==> src/rtl/graph_mem_sequencer_if.sv <==
// Memory read bus plus local buffer write port of graph_mem_sequencer.
// The sequencer is the master; the memory and buffers sit behind the slave modport.
interface graph_mem_sequencer_if #(
  parameter int ADDR_W = 8,
  parameter int DATA_W = 8
);
  logic              mem_req;
  logic              mem_sel;
  logic [ADDR_W-1:0] mem_addr;
  logic              mem_ack;
  logic [DATA_W-1:0] mem_rdata;
  logic              vtx_we;
  logic              edge_we;
  logic [ADDR_W-1:0] buf_waddr;
  logic [DATA_W-1:0] buf_wdata;

  modport master (
    output mem_req, mem_sel, mem_addr, vtx_we, edge_we, buf_waddr, buf_wdata,
    input  mem_ack, mem_rdata
  );

  modport slave (
    input  mem_req, mem_sel, mem_addr, vtx_we, edge_we, buf_waddr, buf_wdata,
    output mem_ack, mem_rdata
  );
endinterface

==> src/rtl/graph_mem_sequencer.sv <==
// Fetches the whole vertex table, then the whole edge table, into local buffers.
// Optional macro GRAPH_ROVER_CMD_EN adds rover movement outputs decoded from vertex words.
//
// Handshake: mem_req stays high with mem_addr/mem_sel stable until a cycle where
// mem_ack=1; that cycle transfers mem_rdata. mem_ack is ignored while mem_req=0.
module graph_mem_sequencer #(
  parameter int ADDR_W = 8,
  parameter int DATA_W = 8
) (
  input  logic                  clk,
  input  logic                  reset_n,
  input  logic                  start_trigger,
  input  logic                  abort,
  graph_mem_sequencer_if.master bus,
  output logic                  busy,
  output logic                  done,
  output logic [1:0]            state_dbg
`ifdef GRAPH_ROVER_CMD_EN
  ,
  output logic                  rover_forward,
  output logic                  rover_backward,
  output logic                  rover_left,
  output logic                  rover_right
`endif
);

  typedef enum logic [1:0] {
    IDLE     = 2'd0,
    VTX_REQ  = 2'd1,
    EDGE_REQ = 2'd2,
    DONE     = 2'd3
  } state_t;

  localparam logic [ADDR_W-1:0] LAST_ADDR = '1;

  state_t            state_q, state_d;
  logic [ADDR_W-1:0] addr_q, addr_d;
  logic [ADDR_W-1:0] waddr_q, waddr_d;
  logic [DATA_W-1:0] wdata_q, wdata_d;
  logic              vtx_we_q, vtx_we_d;
  logic              edge_we_q, edge_we_d;

  always_ff @(posedge clk or negedge reset_n) begin
    if (!reset_n) begin
      state_q   <= IDLE;
      addr_q    <= '0;
      waddr_q   <= '0;
      wdata_q   <= '0;
      vtx_we_q  <= 1'b0;
      edge_we_q <= 1'b0;
    end else begin
      state_q   <= state_d;
      addr_q    <= addr_d;
      waddr_q   <= waddr_d;
      wdata_q   <= wdata_d;
      vtx_we_q  <= vtx_we_d;
      edge_we_q <= edge_we_d;
    end
  end

  // Abort is checked before mem_ack so an ack landing in the abort cycle is dropped.
  always_comb begin
    state_d   = state_q;
    addr_d    = addr_q;
    waddr_d   = waddr_q;
    wdata_d   = wdata_q;
    vtx_we_d  = 1'b0;
    edge_we_d = 1'b0;
    case (state_q)
      IDLE: begin
        if (!abort && start_trigger) begin
          state_d = VTX_REQ;
          addr_d  = '0;
        end
      end
      VTX_REQ: begin
        if (abort) begin
          state_d = IDLE;
          addr_d  = '0;
        end else if (bus.mem_ack) begin
          vtx_we_d = 1'b1;
          waddr_d  = addr_q;
          wdata_d  = bus.mem_rdata;
          addr_d   = addr_q + 1'b1;
          if (addr_q == LAST_ADDR) state_d = EDGE_REQ;
        end
      end
      EDGE_REQ: begin
        if (abort) begin
          state_d = IDLE;
          addr_d  = '0;
        end else if (bus.mem_ack) begin
          edge_we_d = 1'b1;
          waddr_d   = addr_q;
          wdata_d   = bus.mem_rdata;
          addr_d    = addr_q + 1'b1;
          if (addr_q == LAST_ADDR) state_d = DONE;
        end
      end
      DONE: begin
        state_d = IDLE;
      end
      default: begin
        state_d = IDLE;
      end
    endcase
  end

  assign bus.mem_req   = (state_q == VTX_REQ) || (state_q == EDGE_REQ);
  assign bus.mem_sel   = (state_q == EDGE_REQ);
  assign bus.mem_addr  = addr_q;
  assign bus.vtx_we    = vtx_we_q;
  assign bus.edge_we   = edge_we_q;
  assign bus.buf_waddr = waddr_q;
  assign bus.buf_wdata = wdata_q;
  assign busy          = (state_q != IDLE);
  assign done          = (state_q == DONE);
  assign state_dbg     = state_q;

`ifdef GRAPH_ROVER_CMD_EN
  logic fwd_q, fwd_d;
  logic bwd_q, bwd_d;
  logic left_q, left_d;
  logic right_q, right_d;

  always_ff @(posedge clk or negedge reset_n) begin
    if (!reset_n) begin
      fwd_q   <= 1'b0;
      bwd_q   <= 1'b0;
      left_q  <= 1'b0;
      right_q <= 1'b0;
    end else begin
      fwd_q   <= fwd_d;
      bwd_q   <= bwd_d;
      left_q  <= left_d;
      right_q <= right_d;
    end
  end

  // Unknown command words leave the current movement in place.
  always_comb begin
    fwd_d   = fwd_q;
    bwd_d   = bwd_q;
    left_d  = left_q;
    right_d = right_q;
    if (vtx_we_q) begin
      if (wdata_q == DATA_W'(1)) begin
        {fwd_d, bwd_d, left_d, right_d} = 4'b1010;
      end else if (wdata_q == DATA_W'(2)) begin
        {fwd_d, bwd_d, left_d, right_d} = 4'b0100;
      end else if (wdata_q == DATA_W'(3)) begin
        {fwd_d, bwd_d, left_d, right_d} = 4'b1001;
      end else if (wdata_q == DATA_W'(0)) begin
        {fwd_d, bwd_d, left_d, right_d} = 4'b0000;
      end
    end
  end

  assign rover_forward  = fwd_q;
  assign rover_backward = bwd_q;
  assign rover_left     = left_q;
  assign rover_right    = right_q;
`endif

endmodule

==> src/flat_wrapper.sv <==
// flat-port wrapper written by rule: the top's interface ports become plain ports
module graph_mem_sequencer_flat 
#(
  parameter int ADDR_W = 8,
  parameter int DATA_W = 8
)
  (clk, reset_n, start_trigger, abort, busy, done, state_dbg, bus_mem_req, bus_mem_sel, bus_mem_addr, bus_vtx_we, bus_edge_we, bus_buf_waddr, bus_buf_wdata, bus_mem_ack, bus_mem_rdata);
  graph_mem_sequencer_if #(.ADDR_W(ADDR_W), .DATA_W(DATA_W)) bus_i ();
  input  logic clk;
  input  logic reset_n;
  input  logic start_trigger;
  input  logic abort;
  output logic busy;
  output logic done;
  output logic [1:0] state_dbg;
  output wire logic [$bits(bus_i.mem_req)-1:0] bus_mem_req;
  output wire logic [$bits(bus_i.mem_sel)-1:0] bus_mem_sel;
  output wire logic [$bits(bus_i.mem_addr)-1:0] bus_mem_addr;
  output wire logic [$bits(bus_i.vtx_we)-1:0] bus_vtx_we;
  output wire logic [$bits(bus_i.edge_we)-1:0] bus_edge_we;
  output wire logic [$bits(bus_i.buf_waddr)-1:0] bus_buf_waddr;
  output wire logic [$bits(bus_i.buf_wdata)-1:0] bus_buf_wdata;
  input wire logic [$bits(bus_i.mem_ack)-1:0] bus_mem_ack;
  input wire logic [$bits(bus_i.mem_rdata)-1:0] bus_mem_rdata;
  assign bus_mem_req = bus_i.mem_req;
  assign bus_mem_sel = bus_i.mem_sel;
  assign bus_mem_addr = bus_i.mem_addr;
  assign bus_vtx_we = bus_i.vtx_we;
  assign bus_edge_we = bus_i.edge_we;
  assign bus_buf_waddr = bus_i.buf_waddr;
  assign bus_buf_wdata = bus_i.buf_wdata;
  assign bus_i.mem_ack = bus_mem_ack;
  assign bus_i.mem_rdata = bus_mem_rdata;
  graph_mem_sequencer #(.ADDR_W(ADDR_W), .DATA_W(DATA_W)) u_core (.clk(clk), .reset_n(reset_n), .start_trigger(start_trigger), .abort(abort), .bus(bus_i), .busy(busy), .done(done), .state_dbg(state_dbg));
endmodule
==> config.mk <==
export PLATFORM = sky130hd
export DESIGN_NAME = graph_mem_sequencer_flat
export DESIGN_NICKNAME = d
export VERILOG_FILES = /design/src/rtl/graph_mem_sequencer_if.sv /design/src/rtl/graph_mem_sequencer.sv /design/src/flat_wrapper.sv
export SDC_FILE = /design/constraint.sdc
export NUM_CORES = 1
export LEC_CHECK = 0
export CORE_ASPECT_RATIO = 0.5
export CORE_MARGIN = 10
export CORE_UTILIZATION = 40
export DETAILED_ROUTE_END_ITERATION = 10
export PLACE_DENSITY = 0.72
export SYNTH_ARGS = -nofsm -noshare
export SYNTH_HDL_FRONTEND = slang
export SYNTH_SLANG_ARGS = --single-unit
==> constraint.sdc <==
create_clock -name clk -period 3.55 [get_ports clk]
set_clock_uncertainty 0.15 [all_clocks]
set_input_delay 0.71 -clock clk [delete_from_list [all_inputs] [get_ports clk]]
set_output_delay 0.71 -clock clk [all_outputs]
set_load 0.005 [all_outputs]
== Yosys cells after proc, flatten, opt, wreduce, memory -nomap -nowiden ==
Index checks and enable logic that the tools add are counted.

* Add/sub/neg operators: 1
* $mul: 0
* Div/mod/pow operators: 0
* Order comparisons: 0
* Equal/unequal tests: 10
* Shift-type cells: 0
* Muxes and demuxes: 16
* Bitwise logic cells: 1
* Reductions and logical operators: 10

{| class="wikitable"
|+ Operators by type and width
! operator !! count
|-
| $mux 8 || 3
|-
| $pmux 8 s2 || 1
|-
| $mux 2 || 7
|-
| $ne 3x2->1 const B || 3
|-
| $add 8x1->8 const B || 1
|-
| $eq 8x8->1 const B || 1
|-
| $pmux 2 s4 || 1
|-
| $reduce_and 3->1 || 2
|-
| $reduce_and 5->1 || 1
|-
| $eq 2x2->1 const B || 2
|-
| $mux 1 || 4
|-
| $reduce_bool 2->1 || 2
|-
| $ne 3x1->1 const B || 1
|-
| $ne 3x3->1 const B || 1
|-
| $eq 2x1->1 const B || 1
|-
| $logic_not 2->1 || 1
|-
| $ne 2x1->1 const B || 1
|-
| $reduce_or 2->1 || 1
|-
| $logic_and 1x1->1 || 1
|-
| $logic_not 1->1 || 1
|-
| $logic_or 1x1->1 || 1
|-
| $not 1->1 || 1
|}

* Register bits: 28
* Latch bits: 0
* RAM bits: 0
* ROM bits: 0
* Input port bits: 13
* Output and inout port bits: 32
* Logic and storage cells: 44
* Memories: 0

== Logic depth before layout (Yosys ltp) ==
* Depth in word-level cells: 5
* Mapped depth: 7
* Gate-level depth less buffers: 6

== Worst setup path before layout ==
OpenSTA, ideal clock, no wires.

* Kind: input to register
* Start point: input abort
* End point: register u_core.addr_q[6], in the netlist u_core.bus.mem_addr[6]
* Setup time: 0.092 ns
* Arrival time: 1.779 ns
* Required time: 3.308 ns
* Setup slack: 1.529 ns
* Stages on the path: 4
* Path buffers: 0
* Cells stage by stage: nand2b_4 > a21o_4 > or4_4 > o31ai_2

* Cells in the longest elaborated chain, start to end: 4
* Elaborated cells on any way between the ends: 7
* Classes of those cells: eq/ne (2); mux (2); reduce/logical (3)

{| class="wikitable"
|+ RTL lines
! item !! RTL line !! RTL
|-
| from (decl) || flat_wrapper.sv:12 || <nowiki>input logic abort;</nowiki>
|-
| $logic_not 1->1 || graph_mem_sequencer.sv:71 || <nowiki>if (!abort && start_trigger) begin</nowiki>
|-
| $logic_and 1x1->1 || graph_mem_sequencer.sv:71 ||
|-
| $ne 2x1->1 (no line) || -- ||
|-
| $reduce_and 3->1 (no line) || -- ||
|-
| to (signal assigned) || graph_mem_sequencer.sv:53 || <nowiki>addr_q <= addr_d;</nowiki>
|-
| to (decl) || graph_mem_sequencer.sv:37 || <nowiki>logic [ADDR_W-1:0] addr_q, addr_d;</nowiki>
|}

Parallel ways exist; a longest one is shown, timed or not.
A chain may end at the register's enable or synchronous reset.

== Worst setup path after layout ==
* Start point: register u_core.state_q[1], in the netlist u_core.state_dbg[1]
* End point: output bus_mem_req

* Cells in the longest elaborated chain, start to end: 2
* Elaborated cells on any way between the ends: 3
* Classes of those cells: eq/ne (2); reduce/logical (1)

{| class="wikitable"
|+ RTL lines
! item !! RTL line !! RTL
|-
| from (decl) || graph_mem_sequencer.sv:36 || <nowiki>state_t state_q, state_d;</nowiki>
|-
| from (signal assigned) || graph_mem_sequencer.sv:52 || <nowiki>state_q <= state_d;</nowiki>
|-
| $eq 2x1->1 / $eq 2x2->1 (equally long branches) || graph_mem_sequencer.sv:109 || <nowiki>assign bus.mem_req = (state_q == VTX_REQ) || (state_q == EDGE_REQ);</nowiki>
|-
| $logic_or 1x1->1 * || graph_mem_sequencer.sv:109 ||
|-
| to (decl) || flat_wrapper.sv:16 || <nowiki>output wire logic [$bits(bus_i.mem_req)-1:0] bus_mem_req;</nowiki>
|}

Mark *: on every way between the ends. The rest lies on a longest branch, timed or not.

==> reports/results.md <==
• initial cell density of the core: 0.4282
• CP endpoint kind: primary output
• crit path kind: reg2out
• Hold Violations, Final: 0
• routed wire length per instance: 15.83 um
• critical path data arrival time: 1.71 ns
• core footprint: 3083 um2
• worst vdd rail ir drop: 391.4 uV
• most frequent cells in the layout: clkdlybuf4s50_1 (44), dfrtp_1 (28), mux2_2 (15), o21ai_0 (8)
• routed via count: 991
• leading cell type in the layout, fill and taps excluded: clkdlybuf4s50_1
• endpoint of the lowest-slack register-to-register path: u_core.bus.buf_wdata[7]
• die outline area: 6137 um2
• maximum level of the CTS H-tree: 1
• Post-Syn Area per Cell: 11.89 um2
• launching element type of the critical path: register
• cell breakdown of the critical path: inv_1 > ha_1 > clkdlybuf4s50_1
• post-layout min period: 2.573 ns
• clock tree from TritonCTS: done
• total length of routed wires: 3071 um
• Final Power: 0.9916 mW
• Max-cap violations: 0
• status: completed
• ratio of total power to cell area: 536.6 nW/um2
• placed standard-cell area: 1793 um2
• max-slew violation total from the final report: 0
• slack of the worst reg-to-reg path: 1.21 ns
• critical path's slowest cell: clkdlybuf4s50_1
• CTS clk-pin slew, worst paths: 0.09 ns
• count of filler cells inserted in the layout: 258
• Post-Synthesis Cell Area: 1320 um2
• net count of the finished layout: 174
• vias per cell: 5.108
• number of gates resized after CTS: 0
• DRT antenna net count: 0
• global placement routability congestion: 0.8482
• Hold Path Class: reg2reg
• clock buffers created by TritonCTS: 3
• final total negative setup slack: 0 ns
• count of boundary I/O pins: 45
• Worst slew margin: 0.4537
• setup repair after global routing missed its margin: false
• vias in the first global route: 1008
• overall global routing resource usage: 0.09966
• clock sinks: 28
• buffer count from post-CTS setup fixing: 0
• antenna cell count: 0
• Remaining DRCs: 0
• sequential element share of the synthesized area: 0.5308
• global-route wire length before repair: 4968 um
• clock latency reported for the late side of the worst-skew pair: 0.27 ns
• Reg2Reg Launch Point: u_core.state_dbg[1]
• die width: 101.2 um
• HPWL Detailed: 2405 um
• clock tree root driver cell: clkbuf_8
• CP max FO: 5
• Async S/R FF share, synth: 1.000
• Worst setup startpoint: u_core.state_dbg[1]
• Yosys warning total: 0
• syn_nets: 130
• slew at the pin closest to its max-slew limit: 0.8172 ns
• main flop type after synthesis: dfrtp_1
• Port Buffers: 44
• ratio of final minimum period to clock period: 0.7247
• CTS hold repair buffers: 0
• die boundary height: 60.62 um
• # setup viols final: 0
• post-route cell area: 1848 um2
• stage delay of the slowest cell on the critical path: 0.53 ns
• Max Buffers Root-to-Sink: 2
• post-synthesis instance total: 111
• largest net degree at the start of global routing: 29
• Rows: 14
• post-synthesis register bit count: 28
• required time of the worst setup path: 2.69 ns
• detailed-router iteration count before antenna repair: 4
• share of layout cells above drive strength 1: 0.1623
• Fmax achieved: 388.7 MHz
• Area growth syn-to-layout: 40.00%
• leakage power figure: 0.8121 nW
• CP Capture Point: bus_mem_req
• Post-synth EDFFs: 0
• number of cell instances on the worst register-to-register path: 4
• remaining global-route overflow: 0
• library cells used by synthesis: 29
• initial detailed-routing violation count: 62
• number of antenna violations at the first check in global routing: 0
## routing by layer
layer | wire (um) | up-vias | part of all wire | track usage
met5 | 0 | - | 0 | 0
met2 | 1477 | 24 | 0.48 | 0.1673
li1 | - | 485 | - | -
met3 | 200 | 2 | 0.065 | 0.03175
met1 | 1367 | 480 | 0.45 | 0.1216
met4 | 26 | 0 | 0.0085 | 0.02959
## Yosys cell counts (all sizes together) (3+ instances only)
library cell  count  area share
o21ai            12       0.045
nor2              3      0.0085
nand2             6       0.017
inv               6       0.017
o31ai             6       0.038
ha                6       0.057
clkbuf            4       0.011
nand3             3       0.011
mux2             16        0.14
a21oi             3       0.011
dfrtp            28        0.53
nand2b            3       0.022
## worst max-delay path: cells and delay by family, from the launching register on
kind       cells  cell delay [ns]
buf+inv        2             0.63
flops          1             0.43
fa+ha+maj      1             0.38
## metrics by stage
step                cells  setup slack, ns  hold slack [ns]  utilization
detailed placement    190           0.7376           0.3337       0.5816
CTS                   194           0.9592           0.3555       0.5994
floorplan             111            1.529           0.2644            -
global route          194           0.8647           0.3719       0.5994
global placement      190           0.7830           0.3255       0.5816
finish                194           0.9773           0.3477       0.5994
## registers in the layout, summed over array words and instances (netlist names)
signal	flops
u_core.bus.buf_wdata	8
u_core.bus.mem_addr	8
u_core.bus.edge_we	1
u_core.bus.vtx_we	1
u_core.state_dbg	2
u_core.bus.buf_waddr	8
## cell families (layout without fill, tap and decap cells)
kind of cell | Yosys count | count (layout) | synth area share
fa+ha+maj | 6 | 6 | 0.05687
mux | 17 | 17 | 0.1441
flops | 28 | 28 | 0.5308
simple gates | 22 | 22 | 0.09953
buf+inv | 12 | 55 | 0.03601
compound gates | 26 | 26 | 0.1327
## where the power goes
group          switching, mW  total [mW]  internal [mW]
combinational          0.150       0.380          0.230
clock                 0.0915       0.191         0.0991
sequential            0.0383       0.421          0.383
## worst min-delay path by stage
| stage | slack (ns) | cells past startpoint | to | from |
|---|---|---|---|---|
| 3_3_place_gp | 0.33 | 1 | u_core.bus.buf_wdata[7] | u_core.bus.buf_wdata[7] |
| 3_5_place_dp | 0.33 | 1 | u_core.bus.buf_wdata[7] | u_core.bus.buf_wdata[7] |
| 4_1_cts | 0.36 | 1 | u_core.bus.buf_wdata[7] | u_core.bus.buf_wdata[7] |
| 5_1_grt | 0.37 | 1 | u_core.bus.buf_waddr[7] | u_core.bus.buf_waddr[7] |
| 6_report | 0.35 | 1 | u_core.bus.buf_wdata[7] | u_core.bus.buf_wdata[7] |
| 2_1_floorplan | 0.26 | 0 | u_core.bus.buf_waddr[0] | reset_n |
## final cells by class
| class | instances | area [um2] | area share |
|---|---|---|---|
| clock buffers | 4 | 55.05 | 0.02979 |
| inverters | 6 | 22.52 | 0.01219 |
| well taps | 40 | 50.05 | 0.02708 |
| repair buffers | 45 | 447.9 | 0.2424 |
| flip-flops and latches | 28 | 700.7 | 0.3791 |
| multi-input cells | 71 | 571.8 | 0.3094 |
No activity file was read; power rests on OpenSTA's default activity.
